<file path="config.mk">
export PLATFORM = sky130hd
export DESIGN_NAME = alu_operand_sequencer_flat
export DESIGN_NICKNAME = d
export VERILOG_FILES = /design/src/rtl/alu_operand_sequencer_if.sv /design/src/rtl/alu_operand_sequencer.sv /design/src/flat_wrapper.sv
export SDC_FILE = /design/constraint.sdc
export NUM_CORES = 1
export LEC_CHECK = 0
export ABC_CLOCK_PERIOD_IN_PS = 1900
export BUFFER_PORTS_ARGS = -buffer_cell sky130_fd_sc_hd__buf_2
export CORE_MARGIN = 2
export CORE_UTILIZATION = 35
export CTS_CLUSTER_DIAMETER = 40
export DETAILED_ROUTE_END_ITERATION = 7
export GPL_TIMING_DRIVEN = 0
export MAX_ROUTING_LAYER = met4
export PLACE_DENSITY = 0.58
export SLEW_MARGIN = 15
export SYNTH_ARGS = -nofsm -noshare
export SYNTH_HDL_FRONTEND = slang
export SYNTH_SLANG_ARGS = --single-unit
export TNS_END_PERCENT = 20
</file>
<file path="constraint.sdc">
create_clock -name clk -period 1.9 [get_ports clk]
set_input_delay 0.095 -clock clk [delete_from_list [all_inputs] [get_ports clk]]
set_output_delay 0.095 -clock clk [all_outputs]
set_load 0.005 [all_outputs]
</file>
<file path="src/rtl/alu_operand_sequencer_if.sv">
// Board-side and ALU-side signal bundle for alu_operand_sequencer.
// The master modport is the sequencer; the slave modport is the board/ALU side.
interface alu_operand_sequencer_if #(
    parameter int N = 8
);
    logic [N-1:0] sw;
    logic [3:0]   sel_sw;
    logic         cin_sw;
    logic         btn_next;
    logic         btn_clear;

    logic [N-1:0] alu_a;
    logic [N-1:0] alu_b;
    logic [3:0]   alu_sel;
    logic         alu_cin;

    logic [N-1:0] alu_result;
    logic         alu_neg;
    logic         alu_zero;
    logic         alu_cout;
    logic         alu_ovf;

    logic [N-1:0] res_q;
    logic [3:0]   flags_q;
    logic         valid;
    logic [2:0]   state_o;

    modport master (
        input  sw, sel_sw, cin_sw, btn_next, btn_clear,
        input  alu_result, alu_neg, alu_zero, alu_cout, alu_ovf,
        output alu_a, alu_b, alu_sel, alu_cin,
        output res_q, flags_q, valid, state_o
    );

    modport slave (
        output sw, sel_sw, cin_sw, btn_next, btn_clear,
        output alu_result, alu_neg, alu_zero, alu_cout, alu_ovf,
        input  alu_a, alu_b, alu_sel, alu_cin,
        input  res_q, flags_q, valid, state_o
    );
endinterface

</file>
<file path="src/rtl/alu_operand_sequencer.sv">
// Button-driven operand/opcode capture and result holding for the lab ALU.
// Optional button debouncing is compiled in with ALU_SEQ_DEBOUNCE_EN.
module alu_operand_sequencer #(
    parameter int N               = 8,
    parameter int DEBOUNCE_CYCLES = 50000
) (
    input  logic                   clk,
    input  logic                   rst_n,
    alu_operand_sequencer_if.master bus
);
    localparam logic [2:0] S_LOAD_A  = 3'd0;
    localparam logic [2:0] S_LOAD_B  = 3'd1;
    localparam logic [2:0] S_LOAD_OP = 3'd2;
    localparam logic [2:0] S_EXEC    = 3'd3;
    localparam logic [2:0] S_SHOW    = 3'd4;

    // Index 0 is btn_next, index 1 is btn_clear.
    logic [1:0] w_btn_raw;
    logic [1:0] w_btn_sync;
    logic [1:0] w_btn_lvl;

    assign w_btn_raw = {bus.btn_clear, bus.btn_next};

    genvar gi;
    generate
        for (gi = 0; gi < 2; gi++) begin : g_sync
            logic r_sync1;
            logic r_sync2;
            always_ff @(posedge clk or negedge rst_n) begin
                if (!rst_n) begin
                    r_sync1 <= 1'b0;
                    r_sync2 <= 1'b0;
                end else begin
                    r_sync1 <= w_btn_raw[gi];
                    r_sync2 <= r_sync1;
                end
            end
            assign w_btn_sync[gi] = r_sync2;
        end
    endgenerate

`ifdef ALU_SEQ_DEBOUNCE_EN
    localparam int CW = (DEBOUNCE_CYCLES > 1) ? $clog2(DEBOUNCE_CYCLES) : 1;

    generate
        for (gi = 0; gi < 2; gi++) begin : g_debounce
            logic          r_level;
            logic [CW-1:0] r_cnt;
            // Any sample that agrees with the accepted level restarts the count.
            always_ff @(posedge clk or negedge rst_n) begin
                if (!rst_n) begin
                    r_level <= 1'b0;
                    r_cnt   <= '0;
                end else if (w_btn_sync[gi] != r_level) begin
                    if (r_cnt == CW'(DEBOUNCE_CYCLES - 1)) begin
                        r_level <= w_btn_sync[gi];
                        r_cnt   <= '0;
                    end else begin
                        r_cnt <= r_cnt + 1'b1;
                    end
                end else begin
                    r_cnt <= '0;
                end
            end
            assign w_btn_lvl[gi] = r_level;
        end
    endgenerate
`else
    generate
        if (DEBOUNCE_CYCLES < 1) begin : g_debounce_cycles_unused
        end
        for (gi = 0; gi < 2; gi++) begin : g_passthru
            assign w_btn_lvl[gi] = w_btn_sync[gi];
        end
    endgenerate
`endif

    logic r_next_prev;
    logic w_press;
    logic w_clear;

    always_ff @(posedge clk or negedge rst_n) begin
        if (!rst_n) begin
            r_next_prev <= 1'b0;
        end else begin
            r_next_prev <= w_btn_lvl[0];
        end
    end

    assign w_press = w_btn_lvl[0] & ~r_next_prev;
    assign w_clear = w_btn_lvl[1];

    logic [2:0] r_state;
    logic [2:0] w_state_next;

    always_ff @(posedge clk or negedge rst_n) begin
        if (!rst_n) begin
            r_state <= S_LOAD_A;
        end else begin
            r_state <= w_state_next;
        end
    end

    always_comb begin
        w_state_next = r_state;
        if (w_clear) begin
            w_state_next = S_LOAD_A;
        end else begin
            case (r_state)
                S_LOAD_A:  if (w_press) w_state_next = S_LOAD_B;
                S_LOAD_B:  if (w_press) w_state_next = S_LOAD_OP;
                S_LOAD_OP: if (w_press) w_state_next = S_EXEC;
                S_EXEC:    w_state_next = S_SHOW;
                S_SHOW:    if (w_press) w_state_next = S_LOAD_A;
                default:   w_state_next = S_LOAD_A;
            endcase
        end
    end

    logic w_ld_a;
    logic w_ld_b;
    logic w_ld_op;
    logic w_exec;
    logic w_drop_valid;

    always_comb begin
        w_ld_a       = 1'b0;
        w_ld_b       = 1'b0;
        w_ld_op      = 1'b0;
        w_exec       = 1'b0;
        w_drop_valid = 1'b0;
        case (r_state)
            S_LOAD_A:  w_ld_a       = w_press;
            S_LOAD_B:  w_ld_b       = w_press;
            S_LOAD_OP: w_ld_op      = w_press;
            S_EXEC:    w_exec       = 1'b1;
            S_SHOW:    w_drop_valid = w_press;
            default:   ;
        endcase
    end

    logic [N-1:0] r_alu_a;
    logic [N-1:0] r_alu_b;
    logic [3:0]   r_alu_sel;
    logic         r_alu_cin;
    logic [N-1:0] r_res;
    logic [3:0]   r_flags;
    logic         r_valid;

    // Clear outranks every load enable, so a coincident press captures nothing.
    always_ff @(posedge clk or negedge rst_n) begin
        if (!rst_n) begin
            r_alu_a   <= '0;
            r_alu_b   <= '0;
            r_alu_sel <= '0;
            r_alu_cin <= 1'b0;
            r_res     <= '0;
            r_flags   <= '0;
            r_valid   <= 1'b0;
        end else if (w_clear) begin
            r_alu_a   <= '0;
            r_alu_b   <= '0;
            r_alu_sel <= '0;
            r_alu_cin <= 1'b0;
            r_res     <= '0;
            r_flags   <= '0;
            r_valid   <= 1'b0;
        end else begin
            if (w_ld_a) r_alu_a <= bus.sw;
            if (w_ld_b) r_alu_b <= bus.sw;
            if (w_ld_op) begin
                r_alu_sel <= bus.sel_sw;
                r_alu_cin <= bus.cin_sw;
            end
            if (w_exec) begin
                r_res   <= bus.alu_result;
                r_flags <= {bus.alu_neg, bus.alu_zero, bus.alu_cout, bus.alu_ovf};
                r_valid <= 1'b1;
            end else if (w_drop_valid) begin
                r_valid <= 1'b0;
            end
        end
    end

    assign bus.alu_a   = r_alu_a;
    assign bus.alu_b   = r_alu_b;
    assign bus.alu_sel = r_alu_sel;
    assign bus.alu_cin = r_alu_cin;
    assign bus.res_q   = r_res;
    assign bus.flags_q = r_flags;
    assign bus.valid   = r_valid;
    assign bus.state_o = r_state;
endmodule

</file>
<file path="src/flat_wrapper.sv">
// flat-port wrapper written by rule: the top's interface ports become plain ports
module alu_operand_sequencer_flat 
#(
    parameter int N               = 8,
    parameter int DEBOUNCE_CYCLES = 50000
)
  (clk, rst_n, bus_sw, bus_sel_sw, bus_cin_sw, bus_btn_next, bus_btn_clear, bus_alu_result, bus_alu_neg, bus_alu_zero, bus_alu_cout, bus_alu_ovf, bus_alu_a, bus_alu_b, bus_alu_sel, bus_alu_cin, bus_res_q, bus_flags_q, bus_valid, bus_state_o);
  alu_operand_sequencer_if #(.N(N)) bus_i ();
  input  logic clk;
  input  logic rst_n;
  input wire logic [$bits(bus_i.sw)-1:0] bus_sw;
  input wire logic [$bits(bus_i.sel_sw)-1:0] bus_sel_sw;
  input wire logic [$bits(bus_i.cin_sw)-1:0] bus_cin_sw;
  input wire logic [$bits(bus_i.btn_next)-1:0] bus_btn_next;
  input wire logic [$bits(bus_i.btn_clear)-1:0] bus_btn_clear;
  input wire logic [$bits(bus_i.alu_result)-1:0] bus_alu_result;
  input wire logic [$bits(bus_i.alu_neg)-1:0] bus_alu_neg;
  input wire logic [$bits(bus_i.alu_zero)-1:0] bus_alu_zero;
  input wire logic [$bits(bus_i.alu_cout)-1:0] bus_alu_cout;
  input wire logic [$bits(bus_i.alu_ovf)-1:0] bus_alu_ovf;
  output wire logic [$bits(bus_i.alu_a)-1:0] bus_alu_a;
  output wire logic [$bits(bus_i.alu_b)-1:0] bus_alu_b;
  output wire logic [$bits(bus_i.alu_sel)-1:0] bus_alu_sel;
  output wire logic [$bits(bus_i.alu_cin)-1:0] bus_alu_cin;
  output wire logic [$bits(bus_i.res_q)-1:0] bus_res_q;
  output wire logic [$bits(bus_i.flags_q)-1:0] bus_flags_q;
  output wire logic [$bits(bus_i.valid)-1:0] bus_valid;
  output wire logic [$bits(bus_i.state_o)-1:0] bus_state_o;
  assign bus_i.sw = bus_sw;
  assign bus_i.sel_sw = bus_sel_sw;
  assign bus_i.cin_sw = bus_cin_sw;
  assign bus_i.btn_next = bus_btn_next;
  assign bus_i.btn_clear = bus_btn_clear;
  assign bus_i.alu_result = bus_alu_result;
  assign bus_i.alu_neg = bus_alu_neg;
  assign bus_i.alu_zero = bus_alu_zero;
  assign bus_i.alu_cout = bus_alu_cout;
  assign bus_i.alu_ovf = bus_alu_ovf;
  assign bus_alu_a = bus_i.alu_a;
  assign bus_alu_b = bus_i.alu_b;
  assign bus_alu_sel = bus_i.alu_sel;
  assign bus_alu_cin = bus_i.alu_cin;
  assign bus_res_q = bus_i.res_q;
  assign bus_flags_q = bus_i.flags_q;
  assign bus_valid = bus_i.valid;
  assign bus_state_o = bus_i.state_o;
  alu_operand_sequencer #(.N(N), .DEBOUNCE_CYCLES(DEBOUNCE_CYCLES)) u_core (.clk(clk), .rst_n(rst_n), .bus(bus_i));
endmodule
</file>
==> results.cfg, run 1 <==
[clock_network]
cts_sinks = 42
cts_made_buffers = 5
cts_tree = done
clk_latency_ns = 0.29
cts-root-buf = clkbuf_8
clk_pin_slew_ns = 0.08
htreeDepth = 2
ctsResizeCount = 0
cts_buffer_depth = 2

[detailed_routing]
wl_met3_um = 314
drt-initial-drc-count = 39
ant_nets = 0
wl_per_cell_um = 13.86
num_vias = 1294
firstDrtPassIters = 2
drc_errors = 0
highest_layer = met4
viasPerCell = 4.688
routed_wl_um = 3826
wl_met1_um = 1760
wl_met2_um = 1727

[sta]
final_hold_viol_count = 0
setup_viol = 0
layout_min_cycle_time_ns = 1.512
skew_ns = 0.009645
setup_tns_ns = 0
clock.fmax_ghz = 0.6615
fin_ws_ns = 0.3882
drv_slew = 0
grt_setup_unrepaired = false
max_slew_margin_pct = 39.61
fin_crit_sh_pct = 79.57
worst_slew_pin_slew_ns = 0.9059

[cells_and_area]
diodes = 0
ff_latch_area_um2 = 1051
nFillCells = 451
final_layout_size_suffix_gt1_share_pct = 39.23
final_common_cell = buf_2
post-route-util_pct = 47.58
area_delta_synth_final_pct = 29.54
multi_input_area_um2 = 643.1
layout.nets = 238
mostFrequentLayoutCells = 68 x buf_2, 42 x dfrtp_1, 25 x nand2b_1

[place]
portBuffers = 65
routabilityCongestion = 0.8364
place_ws_ns = 0.3976
dp_hpwl_um = 2814

[synthesis]
synthesis.nets = 163
synth_compound_area_share_pct = 10.11
synth_cell_type_count = 25
yosysTopAreaCell = dfrtp_1
synth_top_family_by_area = simple AND/OR/NAND/NOR gates
muxShareOfSynthArea_pct = 9.751
synthAdderAreaFrac_pct = 0
synth_area_um2 = 1758
synthDominantCellAreaShare_pct = 59.79
yosysWarnings = 0
yosys_register_bits = 42
synth-simple-area-share_pct = 16.73
syn_inst = 134
synth_area_leaders = dfrtp_1 60%, mux2i_1 9.1%, nand2b_1 8.9%
synth-xor-area-share_pct = 0
seq_area_frac_synth_pct = 59.79
avgSynthCellArea_um2 = 13.12

[worst_setup_path]
start_kind = register
crit_fanout = 10
arrival_ns = 1.74
path_class = reg -> reg
worstPathRequired_ns = 2.13
critPathCaptureType = register

[global_routing]
grt_pass1_wl_um = 6120
antenna_found_initial = 0
grt_pass1_vias = 1274
track_usage_pct = 15.10
overflow = 0
grt_max_degree = 43

[floorplanning]
core_region_area_um2 = 4786
die_y_um = 74.87
initial_core_util_pct = 36.73
num_rows = 25
io_pins = 66
die_w_um = 74.87
dieArea_um2 = 5606

[run]
maxCapViolCount = 0

[power_and_ir_drop]
powerDensity_nw_per_um2 = 714.4
leakage_nw = 1.213
ir_drop_mv = 0.3618

[hold_path]
hold_class = in -> reg

[run_status]
outcome = finished, final reports clean
## logic make-up (layout without fill, tap and decap cells)
kind of cell           Yosys count  in the layout
buffers and inverters           11             86
AO/OA/AOI/OAI                   22             22
flip-flops                      42             42
multiplexers                    17             17
AND/OR/NAND/NOR                 42             42
## report_power, final
group	internal (mW)	switching (mW)	total [mW]
combinational	0.0766	0.0819	0.158
sequential	0.915	0.0133	0.928
clock	0.252	0.288	0.540
## synth_stat cells
master      n
buf_2       3
a31oi_1     1
nand4_1     1
buf_4       1
nand3_1     1
o21a_1      1
mux2i_1    16
or2b_1      1
dfrtp_1    42
mux2_2      1
a22o_1     17
nand2b_4    1
nand3b_1    1
buf_6       2
nor2_1      2
or3_1       1
nor4_4      1
nor3b_2     2
nor2b_1     1
nand2b_1   25
nand4bb_1   1
nor3_1      4
a21oi_1     3
clkbuf_1    3
inv_1       2
## per-stage QoR
stage	power (mW)	cells	instance area, µm²	hold slack, ns
after CTS	1.648	276	2277	0.008136
final	1.627	276	2277	0.01935
after global routing	1.707	276	2277	0.003580
after global placement	1.096	266	2167	0.2051
after floorplan	1.021	134	1758	-0.2006
after detailed placement	1.104	266	2167	0.2111
## metal layers
layer,global-route usage (%),vias to the layer above
li1,-,615
met1,19.33,619
met2,23.10,55
met3,5.087,5
met4,3.968,0
met5,-,-
## state kept, by name (all words and copies together), names as in the netlist
register / flops
u_core.bus.alu_a: 8
u_core.bus.alu_b: 8
u_core.bus.res_q: 8
u_core.bus.alu_sel: 4
u_core.bus.flags_q: 4
u_core.bus.state_o: 3
u_core.g_sync.r_sync1: 2
u_core.g_sync.r_sync2: 2
u_core.bus.alu_cin: 1
u_core.bus.valid: 1
u_core.r_next_prev: 1
## repair_timing
action / in CTS / in global routing
hold buffers: 3 / 0
hold endpoints to repair: 44 / 0
endpoints found under the setup margin: 0 / 0
buffers inserted: 0 / 0
## final cells by class
type / instances / area share [%]
flip-flops and latches: 42 / 46.15
repair buffers: 68 / 15.60
clock inverters: 1 / 0.3297
inverters: 2 / 0.3297
plain buffers: 9 / 2.473
multi-input cells: 81 / 28.24
well taps: 67 / 3.681
clock buffers: 6 / 3.187
## path summary, 6_finish.rpt
check	startpoint	to	slack, ns	cells past startpoint
min reg2reg	u_core.g_sync[1].r_sync1	u_core.g_sync[1].r_sync2	0.36	0
max	u_core.bus.state_o[2]	u_core.bus.res_q[1]	0.39	5
max in group asynchronous	rst_n	u_core.bus.state_o[1]	0.86	2
max reg2reg	u_core.bus.state_o[2]	u_core.bus.res_q[1]	0.39	5
min	bus_sel_sw[3]	u_core.bus.alu_sel[3]	0.02	2
min in group asynchronous	rst_n	u_core.bus.alu_b[5]	0.48	2
## critical path, cell delays in order, from the launching register on
cell      delay (ns)
dfrtp_1         0.34
buf_2           0.23
nand3b_1        0.19
nor2b_1         0.26
buf_2           0.27
a22o_1          0.17
Power figures use the tool's default switching activity.
==> inputs of run 2 (changes only) <==
--- a/config.mk
+++ b/config.mk
@@ -5,7 +5,7 @@
 export SDC_FILE = /design/constraint.sdc
 export NUM_CORES = 1
 export LEC_CHECK = 0
-export ABC_CLOCK_PERIOD_IN_PS = 1900
+export ABC_CLOCK_PERIOD_IN_PS = 1600
 export BUFFER_PORTS_ARGS = -buffer_cell sky130_fd_sc_hd__buf_2
 export CORE_MARGIN = 2
 export CORE_UTILIZATION = 35
==> constraint.sdc (replaced) <==
create_clock -name clk -period 1.6 [get_ports clk]
set_input_delay 0.08 -clock clk [delete_from_list [all_inputs] [get_ports clk]]
set_output_delay 0.08 -clock clk [all_outputs]
set_load 0.005 [all_outputs]
==> results.cfg, run 2 (synthesized netlist as in run 1, its figures left out) <==
[sta]
max_slew_margin_pct = 39.75
drv_slew = 0
worst_slew_pin_slew_ns = 0.9038
fin_worst_hold_slack_ns = 0.007373
grt_setup_unrepaired = false
final_hold_viol_count = 0
skew_ns = 0.008684
clock.fmax_ghz = 0.6689
setup_viol = 0
layout_min_cycle_time_ns = 1.495
fin_crit_sh_pct = 93.43
setup_tns_ns = 0

[detailed_routing]
wl_per_cell_um = 13.96
num_vias = 1337
ant_nets = 0
firstDrtPassIters = 4
routed_wl_um = 3922
drc_errors = 0
drt-initial-drc-count = 41
viasPerCell = 4.758

[global_routing]
overflow = 0
grt_max_degree = 43
antenna_found_initial = 0
grt_pass1_vias = 1317
grt_pass1_wl_um = 6237
track_usage_pct = 15.37

[worst_setup_path]
critPathCaptureType = register
path_class = reg -> reg
r2r_end = u_core.bus.res_q[1]
rrSetupSlack_ns = 0.11
arrival_ns = 1.67
rr_worst_depth = 5
r2r-start = u_core.bus.state_o[2]
start_kind = register
crit_fanout = 10
worstPathRequired_ns = 1.78

[clock_network]
cts_made_buffers = 5
clk_latency_ns = 0.29
clk_pin_slew_ns = 0.08
cts_buffer_depth = 2
cts-root-buf = clkbuf_8
cts_sinks = 42
cts_tree = done
htreeDepth = 2

[power_and_ir_drop]
leakage_nw = 1.235
ir_drop_mv = 0.4422
powerDensity_nw_per_um2 = 832.8
finalPower_mw = 1.942

[cells_and_area]
final_common_cell = buf_2
multi_input_area_um2 = 648.1
nFillCells = 448
diodes = 0
area_delta_synth_final_pct = 32.67
post-route-util_pct = 48.73
final_layout_size_suffix_gt1_share_pct = 39.72
layout.nets = 243
mostFrequentLayoutCells = 67 x buf_2, 42 x dfrtp_1, 25 x nand2b_1
ff_latch_area_um2 = 1051

[floorplanning]
die_w_um = 74.87
io_pins = 66
core_region_area_um2 = 4786
die_y_um = 74.87
initial_core_util_pct = 36.73
dieArea_um2 = 5606
num_rows = 25

[place]
dp_hpwl_um = 2814
portBuffers = 65
routabilityCongestion = 0.8364

[hold_path]
hold_class = in -> reg
hold_depth = 2
hp-start = bus_alu_zero
whs_endpoint = u_core.bus.flags_q[2]

[run]
maxCapViolCount = 0

[run_status]
outcome = finished, final reports clean
==> run 2: power breakdown <==
| group | internal, mW | total (mW) | switching (mW) |
|---|---|---|---|
| Clock | 0.299 | 0.643 | 0.344 |
| Sequential | 1.09 | 1.10 | 0.0164 |
| Combinational | 0.0979 | 0.197 | 0.0987 |
| Total | 1.48 | 1.94 | 0.459 |
==> run 2: layout make-up <==
cell class              instances  area share, %
repair buffers                 73          17.27
plain buffers                   9          2.521
well taps                      67          3.594
inverters                       2         0.3219
clock inverters                 1         0.3219
flip-flops and latches         42          45.06
clock buffers                   6          3.112
multi-input cells              81          27.79
==> run 2: worst max path at each step <==
stage | startpoint | endpoint | slack [ns]
6_report | u_core.bus.state_o[2] | u_core.bus.res_q[1] | 0.11
5_1_grt | u_core.bus.state_o[2] | u_core.bus.res_q[3] | 0.02
4_1_cts | u_core.bus.state_o[2] | u_core.bus.res_q[1] | 0.07
3_5_place_dp | u_core.bus.state_o[2] | u_core.bus.res_q[3] | 0.1
3_3_place_gp | u_core.bus.state_o[0] | u_core.bus.alu_a[2] | 0.15
2_1_floorplan | u_core.bus.state_o[1] | u_core.bus.alu_b[2] | 0.26
==> run 2: per-stage QoR <==
step	area [µm²]	instances	setup WS, ns
2_1_floorplan	1758	134	0.2559
3_3_place_gp	2167	266	0.1478
3_5_place_dp	2167	266	0.09761
4_1_cts	2307	279	0.06813
5_1_grt	2332	281	0.02202
6_report	2332	281	0.1051
==> run 2: critical path: stages, from the launching register on <==
cell and delay (ns):
dfrtp_1 0.37, buf_2 0.19, nand3b_1 0.22, nor2b_2 0.21
buf_2 0.19, a22o_1 0.20
==> run 2: what timing repair did <==
item	in CTS	in global routing
hold endpoints to repair	47	1
gates resized for setup	0	3
hold buffers	6	1
buffers inserted	0	1
setup endpoints to repair	0	10
==> run 2: routing by layer <==
metal	global-route usage (%)	up-vias	wire (µm)
met4	3.968	0	34
met1	19.24	648	1758
met3	5.087	5	288
met2	24.07	56	1842
met5	-	-	0
li1	-	628	-
==> inputs of run 3 (changes only) <==
--- a/config.mk
+++ b/config.mk
@@ -13,7 +13,6 @@
 export DETAILED_ROUTE_END_ITERATION = 7
 export GPL_TIMING_DRIVEN = 0
 export MAX_ROUTING_LAYER = met4
-export PLACE_DENSITY = 0.58
 export SLEW_MARGIN = 15
 export SYNTH_ARGS = -nofsm -noshare
 export SYNTH_HDL_FRONTEND = slang
==> results.cfg, run 3 (synthesized netlist as in run 1, its figures left out) <==
[cells_and_area]
ff_latch_area_um2 = 1051
multi_input_area_um2 = 648.1
nFillCells = 458
final_common_cell = buf_2
layout.nets = 248
mostFrequentLayoutCells = 66 x buf_2, 42 x dfrtp_1, 25 x nand2b_1
stdcell_count = 287
area_delta_synth_final_pct = 39.22
diodes = 0
final_layout_size_suffix_gt1_share_pct = 39.55
design_area_um2 = 2447

[global_routing]
grt_pass1_wl_um = 5885
grt_max_degree = 43
grt_pass1_vias = 1253
overflow = 0
track_usage_pct = 14.56
antenna_found_initial = 0

[place]
place_inst = 266
dp_hpwl_um = 2591
dpl_cell_area_um2 = 2167
routabilityCongestion = 0.7083
portBuffers = 65

[run_status]
outcome = finished, final reports clean

[worst_setup_path]
crit_fanout = 10
arrival_ns = 1.70
worstPathRequired_ns = 1.78
rrSetupSlack_ns = 0.08
start_kind = register
path_class = reg -> reg
critPathCaptureType = register

[sta]
clock.fmax_ghz = 0.6571
drv_slew = 0
final_hold_viol_count = 0
max_slew_margin_pct = 39.37
layout_min_cycle_time_ns = 1.522
worst_slew_pin_slew_ns = 0.9095
setup_viol = 0
fin_crit_sh_pct = 95.12
skew_ns = 0.005131

[floorplanning]
initial_core_util_pct = 36.73
io_pins = 66
num_rows = 25
die_w_um = 74.87
die_y_um = 74.87
core_region_area_um2 = 4786
dieArea_um2 = 5606

[detailed_routing]
wl_per_cell_um = 13.08
ant_nets = 0
viasPerCell = 4.613
routed_wl_um = 3755
num_vias = 1324
drt-initial-drc-count = 43
firstDrtPassIters = 4
drc_errors = 0

[clock_network]
cts_buffer_depth = 2
clk_pin_slew_ns = 0.08
htreeDepth = 2
clk_latency_ns = 0.29
cts_sinks = 42
cts-root-buf = clkbuf_8
cts_made_buffers = 5
cts_tree = done

[run]
maxCapViolCount = 0

[power_and_ir_drop]
powerDensity_nw_per_um2 = 947.6
leakage_nw = 1.291
ir_drop_mv = 0.5608

[hold_path]
hold_class = in -> reg
## run 3: layer usage
layer  GRT usage, %  vias to the layer above  wire length, µm
met2          21.83                       41             1813
met4          4.762                        0               17
met3          4.284                        4              204
li1               -                      641                -
met5              -                        -                0
met1          19.03                      638             1720
## run 3: worst paths after layout
path / start / to / depth (start not counted)
setup / recovery: u_core.bus.state_o[2] / u_core.bus.res_q[6] / 5
hold / removal: bus_alu_result[4] / u_core.bus.res_q[4] / 2
setup reg to reg: u_core.bus.state_o[2] / u_core.bus.res_q[6] / 5
hold reg to reg: u_core.g_sync[0].r_sync1 / u_core.g_sync[0].r_sync2 / 0
max in group asynchronous: rst_n / u_core.bus.flags_q[3] / 2
min in group asynchronous: rst_n / u_core.bus.state_o[1] / 2
## run 3: per-stage QoR
step	worst slack, ns	power [mW]	utilization (%)	TNS, ns	hold WS, ns
final	0.07815	2.319	51.14	0	0.01110
after global routing	-0.01314	2.434	51.14	-0.03438	0.004153
after CTS	0.06283	2.358	50.56	0	0.001923
after detailed placement	0.08970	1.308	45.28	0	0.1893
after global placement	0.1081	1.306	45.28	0	0.1888
after floorplan	0.2559	1.213	-	0	-0.2156
## run 3: timing repair
item                                   4_1_cts  5_1_grt
setup buffers                                0        1
setup endpoints to repair                    0       10
hold buffers                                11        1
endpoints found under the hold margin       52        1
gates resized for setup                      0        4
## run 3: power by group
part | switching, mW | internal [mW] | total (mW)
logic | 0.0989 | 0.106 | 0.205
registers | 0.0171 | 1.09 | 1.10
clock network | 0.345 | 0.665 | 1.01
## run 3: final cells by class
class | count | share of cell area, %
Clock buffer | 6 | 3.374
Multi-Input combinational cell | 81 | 26.48
Timing Repair Buffer | 78 | 18.51
Buffer | 9 | 2.505
Sequential cell | 42 | 42.94
Inverter | 2 | 0.3067
Tap cell | 67 | 3.425
Clock inverter | 2 | 2.454
## run 3: worst max-delay path, cell delays in order (launching register included)
cell	delay (ns)
dfrtp_1	0.40
buf_2	0.20
nand3b_1	0.23
nor2b_2	0.21
clkbuf_4	0.19
a22o_1	0.20
